**src/rtl/sc_hit_arbiter.sv**
```systemverilog
// Round-robin arbiter feeding per-lane hit timing into the shared scorer.
// Ports: clk/reset_n/clear, hit_valid/hit_dt/hit_ready, miss, sc_en/sc_dt/sc_lane, combo/max_combo/mult, busy.
module sc_hit_arbiter #(
  parameter int LANES  = 5,
  parameter int DT_W   = 16,
  parameter int WINDOW = 100
) (
  input  logic                  clk,
  input  logic                  reset_n,
  input  logic                  clear,
  input  logic [LANES-1:0]      hit_valid,
  input  logic [LANES*DT_W-1:0] hit_dt,
  output logic [LANES-1:0]      hit_ready,
  input  logic [LANES-1:0]      miss,
  output logic                  sc_en,
  output logic [DT_W-1:0]       sc_dt,
  output logic [2:0]            sc_lane,
  output logic [15:0]           combo,
  output logic [15:0]           max_combo,
  output logic [2:0]            mult,
  output logic                  busy
);

  localparam int PW = (LANES > 1) ? $clog2(LANES) : 1;

  logic [LANES-1:0] pend;
  logic [LANES-1:0] grant;
  logic [LANES-1:0] acc;
  logic [DT_W-1:0]  dt_q [LANES];
  logic [PW-1:0]    rr;
  logic [PW-1:0]    gidx;
  logic             gv;
  logic             late;
  logic [15:0]      combo_n;
  logic [15:0]      max_n;

  // First pending lane at or after rr, wrapping.
  always_comb begin
    logic [PW:0] sum;
    grant = '0;
    gv    = 1'b0;
    gidx  = '0;
    sum   = '0;
    for (int k = 0; k < LANES; k++) begin
      sum = {1'b0, rr} + (PW+1)'(k);
      if (sum >= (PW+1)'(LANES))
        sum = sum - (PW+1)'(LANES);
      if (!gv && !clear && pend[sum[PW-1:0]]) begin
        gv   = 1'b1;
        gidx = sum[PW-1:0];
      end
    end
    if (gv)
      grant[gidx] = 1'b1;
  end

  // Granted lane frees its slot this cycle, so it may refill.
  assign hit_ready = (~pend | grant) & {LANES{~clear}};
  assign acc       = hit_valid & hit_ready;
  assign busy      = |pend;
  assign late      = gv && (dt_q[gidx] >= DT_W'(WINDOW));

  // A miss anywhere breaks the streak even over a good grant.
  always_comb begin
    combo_n = combo;
    if (|miss)
      combo_n = '0;
    else if (late)
      combo_n = '0;
    else if (gv && combo != 16'hFFFF)
      combo_n = combo + 16'd1;
    max_n = (combo_n > max_combo) ? combo_n : max_combo;
  end

  always_comb begin
    if (combo < 16'd10)
      mult = 3'd1;
    else if (combo < 16'd20)
      mult = 3'd2;
    else if (combo < 16'd30)
      mult = 3'd3;
    else
      mult = 3'd4;
  end

  always_ff @(posedge clk or negedge reset_n) begin
    if (!reset_n) begin
      pend      <= '0;
      rr        <= '0;
      sc_en     <= 1'b0;
      sc_dt     <= '0;
      sc_lane   <= '0;
      combo     <= '0;
      max_combo <= '0;
    end else if (clear) begin
      pend      <= '0;
      rr        <= '0;
      sc_en     <= 1'b0;
      sc_dt     <= '0;
      sc_lane   <= '0;
      combo     <= '0;
      max_combo <= '0;
    end else begin
      pend      <= (pend & ~grant) | acc;
      sc_en     <= gv;
      combo     <= combo_n;
      max_combo <= max_n;
      if (gv) begin
        sc_dt   <= dt_q[gidx];
        sc_lane <= 3'(gidx);
        if (gidx == PW'(LANES-1))
          rr <= '0;
        else
          rr <= gidx + PW'(1);
      end
    end
  end

  always_ff @(posedge clk or negedge reset_n) begin
    if (!reset_n) begin
      for (int i = 0; i < LANES; i++)
        dt_q[i] <= '0;
    end else begin
      for (int i = 0; i < LANES; i++)
        if (acc[i])
          dt_q[i] <= hit_dt[i*DT_W +: DT_W];
    end
  end

endmodule

```
**config.mk**
```make
export PLATFORM = sky130hd
export DESIGN_NAME = sc_hit_arbiter
export DESIGN_NICKNAME = d
export VERILOG_FILES = /design/src/rtl/sc_hit_arbiter.sv
export SDC_FILE = /design/constraint.sdc
export NUM_CORES = 1
export LEC_CHECK = 0
export ABC_AREA = 1
export CORE_UTILIZATION = 45
export DETAILED_ROUTE_END_ITERATION = 7
export PLACE_DENSITY = 0.76
export SYNTH_ARGS = -nofsm -noshare
export SYNTH_HDL_FRONTEND = slang
export SYNTH_SLANG_ARGS = --single-unit
```
**constraint.sdc**
```tcl
create_clock -name clk -period 11.3 [get_ports clk]
set_input_delay 1.695 -clock clk [delete_from_list [all_inputs] [get_ports clk]]
set_output_delay 1.695 -clock clk [all_outputs]
set_load 0.005 [all_outputs]
```
==> results of run 1 <==
==> layout make-up <==
| type | count | area (um^2) |
|---|---|---|
| repair buffers | 157 | 1560 |
| inverters | 113 | 428 |
| clock inverters | 9 | 109 |
| fillers | 1585 | 7170 |
| multi-input cells | 708 | 3990 |
| clock buffers | 23 | 498 |
| flip-flops and latches | 140 | 3500 |
| well taps | 225 | 282 |
==> synth_stat cells, drive strengths merged <==
cell / count
buf: 28
inv: 112
nor4: 2
dfrtp: 140
o21ai: 34
fa: 1
o221ai: 1
nor3: 11
nand4: 29
nand2: 239
nor2: 111
nand3: 121
xnor2: 4
and3: 1
a21oi: 42
clkinv: 1
mux2i: 1
o221a: 1
o31ai: 1
mux2: 59
and2: 1
o211ai: 3
a21boi: 1
or3: 1
a31oi: 2
o22ai: 2
xor2: 3
ha: 27
nand3b: 5
or2: 2
or4: 1
a211oi: 2
clkbuf: 14
==> cell families after synthesis <==
kind of cell,share of synthesized area
simple gates,0.289
buf+inv,0.0834
flops,0.429
compound gates,0.0611
mux,0.0844
fa+ha+maj,0.0438
xor+xnor,0.00934
==> state kept, by name, summed over array words and instances (netlist names) <==
register,cells
dt_q,80
combo,16
max_combo,16
sc_dt,16
pend,5
rr,3
sc_lane,3
sc_en,1
==> cells in the final DEF (no fill, tap or decap), drive strengths merged, types with 4 or more instances in the layout <==
cell           count
nand4             29
nor3              11
clkinvlp           4
a21oi             42
dfrtp            140
inv              113
mux2              59
o21ai             34
nor2             111
clkdlybuf4s50    152
nand2            239
nand3b             5
clkbuf            23
nand3            121
buf                5
ha                27
xnor2              4
==> worst max-delay path: cells and delay by family <==
kind	cells	cell delay [ns]
compound gates	4	0.66
fa+ha+maj	1	0.22
buf+inv	9	2.43
simple gates	23	4.77
==> where the power goes <==
| group | switching [uW] | internal [uW] |
|---|---|---|
| logic | 1390 | 709 |
| clock network | 214 | 354 |
| registers | 140 | 703 |
==> per-layer routing <==
| layer | routed length, um | up-vias |
|---|---|---|
| met5 | 0 | - |
| met4 | 607 | 0 |
| met3 | 1450 | 48 |
| met2 | 11000 | 288 |
| met1 | 9860 | 3541 |
| li1 | - | 3560 |
==> worst paths after layout <==
path                                from           end
worst max-delay path               clear  max_combo[5]
worst min-delay path            dt_q[59]      dt_q[59]
worst max register to register     rr[0]  max_combo[5]
worst min register to register  dt_q[59]      dt_q[59]
max in group asynchronous        reset_n     combo[10]
min in group asynchronous        reset_n      dt_q[22]
==> through the flow <==
stage	std cells	hold slack (ns)	setup slack [ns]	total power [uW]	instance area (um^2)
2_1_floorplan	1003	0.455	5.54	2440	8170
3_3_place_gp	1343	0.469	1.85	2860	9760
3_5_place_dp	1343	0.479	1.59	2900	9760
4_1_cts	1375	0.493	1.99	3490	10400
5_1_grt	1375	0.516	1.05	3780	10400
6_report	1375	0.487	1.80	3510	10400
==> impl_metrics.ini, run 1 <==
[critical_path]
timing.critical_path.mode_cell = nand2_1
crit_required_ns = 11.60
worst_path_largest_cell_delay_ns = 0.87
crit_arrival_ns = 9.80
reg2reg_depth = 42
rrSetupSlack_ns = 2.14
start_kind = input port
critPathKind = in -> reg
crit_path_top_delay_cell = nand2_1
cp-end-kind = flip-flop
critPathMaxFanout = 30

[sta]
worstMarginPinSlew_ns = 1.04
setup_tns_ns = 0
min_period_over_period = 0.840
rsz0062_at_grt = no
min_period_ns = 9.50
drv_slew = 0
hold_viol_final = 0
slew_headroom = 0.302
setup-violations-final = 0
finalClockSkew_ns = 0.00842
clock.fmax_ghz = 0.105

[clock_network]
post_cts_resized = 0
clk_pin_slew_ns = 0.06
numCtsBuffers = 17
root_buffer = clkbuf_16
hold_buffers = 0
clk_path_buf_depth = 2
post_cts_buffers = 0
htreeDepth = 4
numClockSinks = 140
tritoncts = built
worstSkewPairLatency_ns = 0.43

[detailed_routing]
route.detailed.vias_per_inst = 5.41
ant_nets = 0
drc = 0
postRouteWirelength_um = 23000
drt_first_pass_iters = 5
routedWlPerCell_um = 16.7
drt_iter0_markers = 707
vias = 7437

[global_routing]
grtUsageTotal = 0.258
grt.busiest_layer = met2
gr-total-overflow = 0
grt_pass1_vias = 7079
grt_pass1_wl_um = 36400
met3_usage = 0.0470
use_met2 = 0.422
antenna_found_initial = 0
met1_usage = 0.337
grt_start_max_net_pins = 84

[yosys]
ys_types = 53
synth.area.top_cells = dfrtp_1 43%, nand2_1 11%, nand3_1 7.2%
netlist_instances = 1003
netlist.area_leader.share = 0.429
avgSynthCellArea_um2 = 8.15
ys_warn_count = 0
syn_nets = 1124
ys_ff_latch = 140
synth_area_um2 = 8170
synth_top_area_cell = dfrtp_1
ys_seq_area_frac = 0.429

[worst_hold_path]
hold_depth = 1
hold_class = reg -> reg

[finish]
drive_gt1_frac = 0.0957
antennaDiodeCount = 0
postLayoutCoreUtil = 0.591
syn2layout_area_growth_pct = 26.9
final_net_count = 1258

[die]
coreArea_um2 = 17500
rows = 48
start_util = 0.466
die_area_um2 = 18700
fp.dieH_um = 137
die_w_um = 137
ios = 154

[placement]
gp_congestion = 0.908
portBuffers = 153
place_hpwl_um = 17100

[pwr]
powerDensity_nw_per_um2 = 339
p_leak_uw = 0.00486
irDropWorstVdd_v = 0.000257

[run]
max_cap_violations = 0

[run_status]
run_status = complete, no violations
Note: power is estimated with default switching activity, not from simulation.
==> inputs of run 2 (changes only) <==
- clock period: 11.3 -> 9.36 ns (I/O delays scaled with it)
==> run 2 against run 1 <==
  * Combinational power grew 22%
  * Via count shrank 0.36%
  * Hold slack gained 0.0040 ns
  * Design area shrank 0.45%
  * First-iteration DRC count shrank 21%
  * Die area is the same
  * Non-clock buffer count grew 2
  * Cell count grew 0.15%
  * Sequential power grew 21%
  * Largest power group unchanged
  * Highest routed layer unchanged
==> impl_metrics.ini, run 2 (synthesized netlist as in run 1, its figures left out) <==
[run_status]
run_status = complete, no violations

[pwr]
p_int_uw = 2080
p_leak_uw = 0.00484
irDropWorstVdd_v = 0.000278
p_clk_frac = 0.149
power_frac_seq = 0.242
comb_power_share = 0.609
p_switching_uw = 2120
netSwitchingFraction = 0.504
powerDensity_nw_per_um2 = 407

[clock_network]
hold_buffers = 0
htreeDepth = 4
root_buffer = clkbuf_16
numCtsBuffers = 17
numClockSinks = 140
worstSkewPairLatency_ns = 0.43
tritoncts = built
clk_pin_slew_ns = 0.06
post_cts_resized = 0
clk_path_buf_depth = 2
post_cts_buffers = 0

[sta]
clock.fmax_ghz = 0.129
min_period_ns = 7.76
setup-violations-final = 0
finalClockSkew_ns = 0.00783
drv_slew = 0
slew_headroom = 0.354
min_period_over_period = 0.829
worstMarginPinSlew_ns = 0.967
setup_ws_ns = 1.60
hold_viol_final = 0
rsz0062_at_grt = no
setup_tns_ns = 0

[finish]
final_cells = 1377
syn2layout_area_growth_pct = 26.3
postLayoutCoreUtil = 0.589
layout_common_cells = 229 x nand2_1, 152 x clkdlybuf4s50_1, 140 x dfrtp_1
largest_reg_flops = 80
seq_area_um2 = 3500
final_cell_area_um2 = 10300
final_net_count = 1260
antennaDiodeCount = 0
layout_commonest_cell = nand2_1
drive_gt1_frac = 0.0955
fillers = 1599
multi_input_area_um2 = 3990
top_register = dt_q

[global_routing]
grt_start_max_net_pins = 72
met1_usage = 0.337
grtUsageTotal = 0.261
met3_usage = 0.0481
antenna_found_initial = 0
grt_pass1_vias = 7252
use_met2 = 0.423
grt.busiest_layer = met2
gr-total-overflow = 0
grt_pass1_wl_um = 36700

[detailed_routing]
drc = 0
drt_first_pass_iters = 5
routedWlPerCell_um = 16.7
route.detailed.vias_per_inst = 5.38
vias = 7410
postRouteWirelength_um = 23000
ant_nets = 0
drt_iter0_markers = 561

[die]
coreArea_um2 = 17500
die_area_um2 = 18700
die_w_um = 137
rows = 48
ios = 154
fp.dieH_um = 137
start_util = 0.466

[placement]
placed_cells = 1345
placed_cell_area_um2 = 9780
dp_slack_ns = 1.31
gp_congestion = 0.894
place_hpwl_um = 17400
portBuffers = 153

[critical_path]
timing.critical_path.mode_cell = nand2_1
crit_path_top_delay_cell = nand2_1
start_kind = flip-flop
crit_required_ns = 9.66
cp-end-kind = flip-flop
critPathMaxFanout = 34
critPathKind = reg -> reg
crit_arrival_ns = 8.07
worst_path_largest_cell_delay_ns = 0.72

[run]
max_cap_violations = 0

[worst_hold_path]
hold_class = reg -> reg
==> run 2: changes by cell type in the layout (fill, tap and decap cells not counted), sizes merged <==
cell,before,now
buf,5,7
bufinv,2,1
clkbuf,23,21
clkinv,3,7
clkinvlp,4,3
==> run 2: critical path: cells and delay by family (launching register included) <==
family,cells,cell delay (ns)
adder cells (fa/ha/maj),3,0.76
AND/OR/NAND/NOR,24,3.88
AO/OA/AOI/OAI,6,0.94
flip-flops,1,0.60
buffers and inverters,9,1.45
==> run 2: layout make-up <==
cell class / instances / area share
multi-input combinational: 708 / 0.386
sequential: 140 / 0.339
timing repair buffer: 159 / 0.153
clock buffer: 21 / 0.0436
inverter: 113 / 0.0414
tap: 225 / 0.0273
clock inverter: 11 / 0.00921
==> run 2: path summary, 6_finish.rpt <==
kind	end	slack (ns)	startpoint	cells past startpoint
min	dt_q[59]	0.49	dt_q[59]	1
max	max_combo[5]	1.60	rr[0]	42
max reg2reg	max_combo[5]	1.60	rr[0]	42
max in group asynchronous	combo[3]	7.06	reset_n	2
min reg2reg	dt_q[59]	0.49	dt_q[59]	1
min in group asynchronous	dt_q[22]	0.96	reset_n	1
==> run 2: per-stage QoR <==
step	hold WS (ns)	total power [uW]
2_1_floorplan	0.455	2950
3_3_place_gp	0.475	3470
3_5_place_dp	0.481	3530
4_1_cts	0.496	4190
5_1_grt	0.516	4560
6_report	0.491	4200
==> run 2: layer usage <==
layer  up-vias  share of wire
met5         -              0
met4         0          0.032
met3        54          0.069
met2       322           0.48
met1      3482           0.42
li1       3552              -
==> run 2: power groups by stage <==
stage	Clock, uW	Sequential [uW]	Combinational, uW
2_1_floorplan	0	945	2010
3_3_place_gp	0	1020	2450
3_5_place_dp	0	1020	2510
4_1_cts	632	1010	2540
5_1_grt	663	1040	2850
6_report	627	1020	2560
==> patch: new RTL, config.mk and constraints of run 1 <==
Make the reset (`reset_n`) synchronous in 2 clocked blocks.
--- a/src/rtl/sc_hit_arbiter.sv
+++ b/src/rtl/sc_hit_arbiter.sv
@@ -83,7 +83,7 @@
       mult = 3'd4;
   end
 
-  always_ff @(posedge clk or negedge reset_n) begin
+  always_ff @(posedge clk) begin
     if (!reset_n) begin
       pend      <= '0;
       rr        <= '0;
@@ -116,7 +116,7 @@
     end
   end
 
-  always_ff @(posedge clk or negedge reset_n) begin
+  always_ff @(posedge clk) begin
     if (!reset_n) begin
       for (int i = 0; i < LANES; i++)
         dt_q[i] <= '0;
Behaviour: differs if reset_n is asserted again (counterexample within 4 cycles, from zero or initial values and one cycle with reset_n low); with reset_n held inactive, the same outputs for 4 cycles.
==> patch against run 1 <==
The flow now finishes with violations (design-rule violations). Design area rose by 1.7%. Clock skew barely moved. Routed wire length fell by 3.4%. Sequential cell count did not move. Core utilization fell by 1.0 points. Combinational power fell by 16%. Setup slack improved by 2300 ps. Synthesized area rose by 2.7%. Die area rose by 2.7%. Total power fell by 16%. Critical endpoint is now hit_ready[0]. Largest cell class unchanged. Highest routed layer unchanged.
==> patch: results (changes against run 1) <==
INFO  run_status     failed_checks=design-rule violations
INFO  min_path       hold-path-cell-count=2 [+1]
INFO  detailed_routing detailedRoute.firstIterationViolations=587 [-17%]
INFO  worst_setup_path arrival=5520ps [-4280 ps]
INFO  global_routing grt_start_max_net_pins=81 [-3.6%]
INFO  global_routing first_global_vias=7068 [-0.16%]
INFO  logic_synthesis synth_sequential_area_ratio=42.9% [+0.055 points]
INFO  placed_design  placedCellCount=1430 [+6.5%]
INFO  power          cell_internal_pwr=0.00148W [-16%]
INFO  run_status     outcome=finished, violations left
INFO  placed_design  hpwlAfterDp=16800um [-1.8%]
INFO  worst_setup_path timing.rr.start=rr[0]
INFO  detailed_routing wl_per_cell=15.2um [-9.2%]
INFO  final_layout   finalNonFillerCells=1462 [+6.3%]
INFO  logic_synthesis dominant_cells_by_area_after_synthesis=sky130_fd_sc_hd__edfxtp_1, sky130_fd_sc_hd__dfxtp_1, sky130_fd_sc_hd__inv_1
INFO  logic_synthesis synth-edff-count=80 [+80]
INFO  placed_design  place_congestion=0.938 [+3.3%]
INFO  logic_synthesis synthTopCellsByCount=sky130_fd_sc_hd__inv_1, sky130_fd_sc_hd__nand2_1, sky130_fd_sc_hd__nor2_1
INFO  detailed_routing drc_viols=5 [+5]
INFO  worst_setup_path reg2regPathDepth=31 [-26%]
INFO  worst_setup_path r2r-end=max_combo[4]
INFO  power          reported_clock_group_power=0.000514W [-9.5%]
INFO  logic_synthesis total_nets_after_synthesis=1200 [+6.8%]
INFO  min_path       timing.hold.worst.start=sc_lane[1]
INFO  final_layout   nFillCells=1615 [+1.9%]
INFO  logic_synthesis count_of_different_cell_masters_after_synthesis=50 [-5.7%]
INFO  timing         fin_hold_ws=505ps [+17.9 ps]
-- patch: cell types whose count changed after synthesis, sizes merged, moves of 29 or more --
cell           run 1  this run
nor2             111       179
nand3            121        92
inv              112       220
mux2              59         0
dfrtp            140         0
edfxtp             0        80
dfxtp              0        60
-- patch: how the worst max path moves through the flow --
stage	cells past startpoint	from	slack [ps]	to
detailed placement	26	clear	4090	max_combo[7]
global placement	26	clear	4250	max_combo[15]
floorplan	27	clear	6070	max_combo[11]
finish	18	rr[0]	4080	hit_ready[0]
CTS	18	rr[0]	4080	hit_ready[0]
global route	18	rr[0]	3720	hit_ready[0]
-- patch: metrics by stage --
stage / setup slack (ps) / total power (W)
finish: 4080 / 0.00296
global route: 3720 / 0.00318
CTS: 4080 / 0.00295
detailed placement: 4090 / 0.00244
global placement: 4250 / 0.00241
floorplan: 6070 / 0.00206
-- patch: cell type report --
class / count / share of cell area (%)
clock inverter: 9 / 0.700
sequential: 140 / 34.2
inverter: 223 / 7.99
clock buffer: 23 / 4.34
multi-input combinational: 680 / 35.2
timing repair buffer: 158 / 14.9
tap: 229 / 2.72
-- patch: metal layers --
layer | share of wire, % | GRT usage (%) | vias to the layer above
met4 | 3.1 | 9.88 | 0
met1 | 43 | 30.6 | 3394
li1 | - | - | 3700
met2 | 47 | 39.8 | 301
met5 | 0 | 0 | -
met3 | 6.5 | 4.01 | 48
-- patch: kinds of logic (layout without fill, tap and decap cells) --
family / after synthesis / after routing
flip-flops: 140 / 140
AND/OR/NAND/NOR: 522 / 522
adder cells (fa/ha/maj): 28 / 28
AO/OA/AOI/OAI: 122 / 122
buffers and inverters: 259 / 413
XOR/XNOR: 7 / 7
multiplexers: 1 / 1
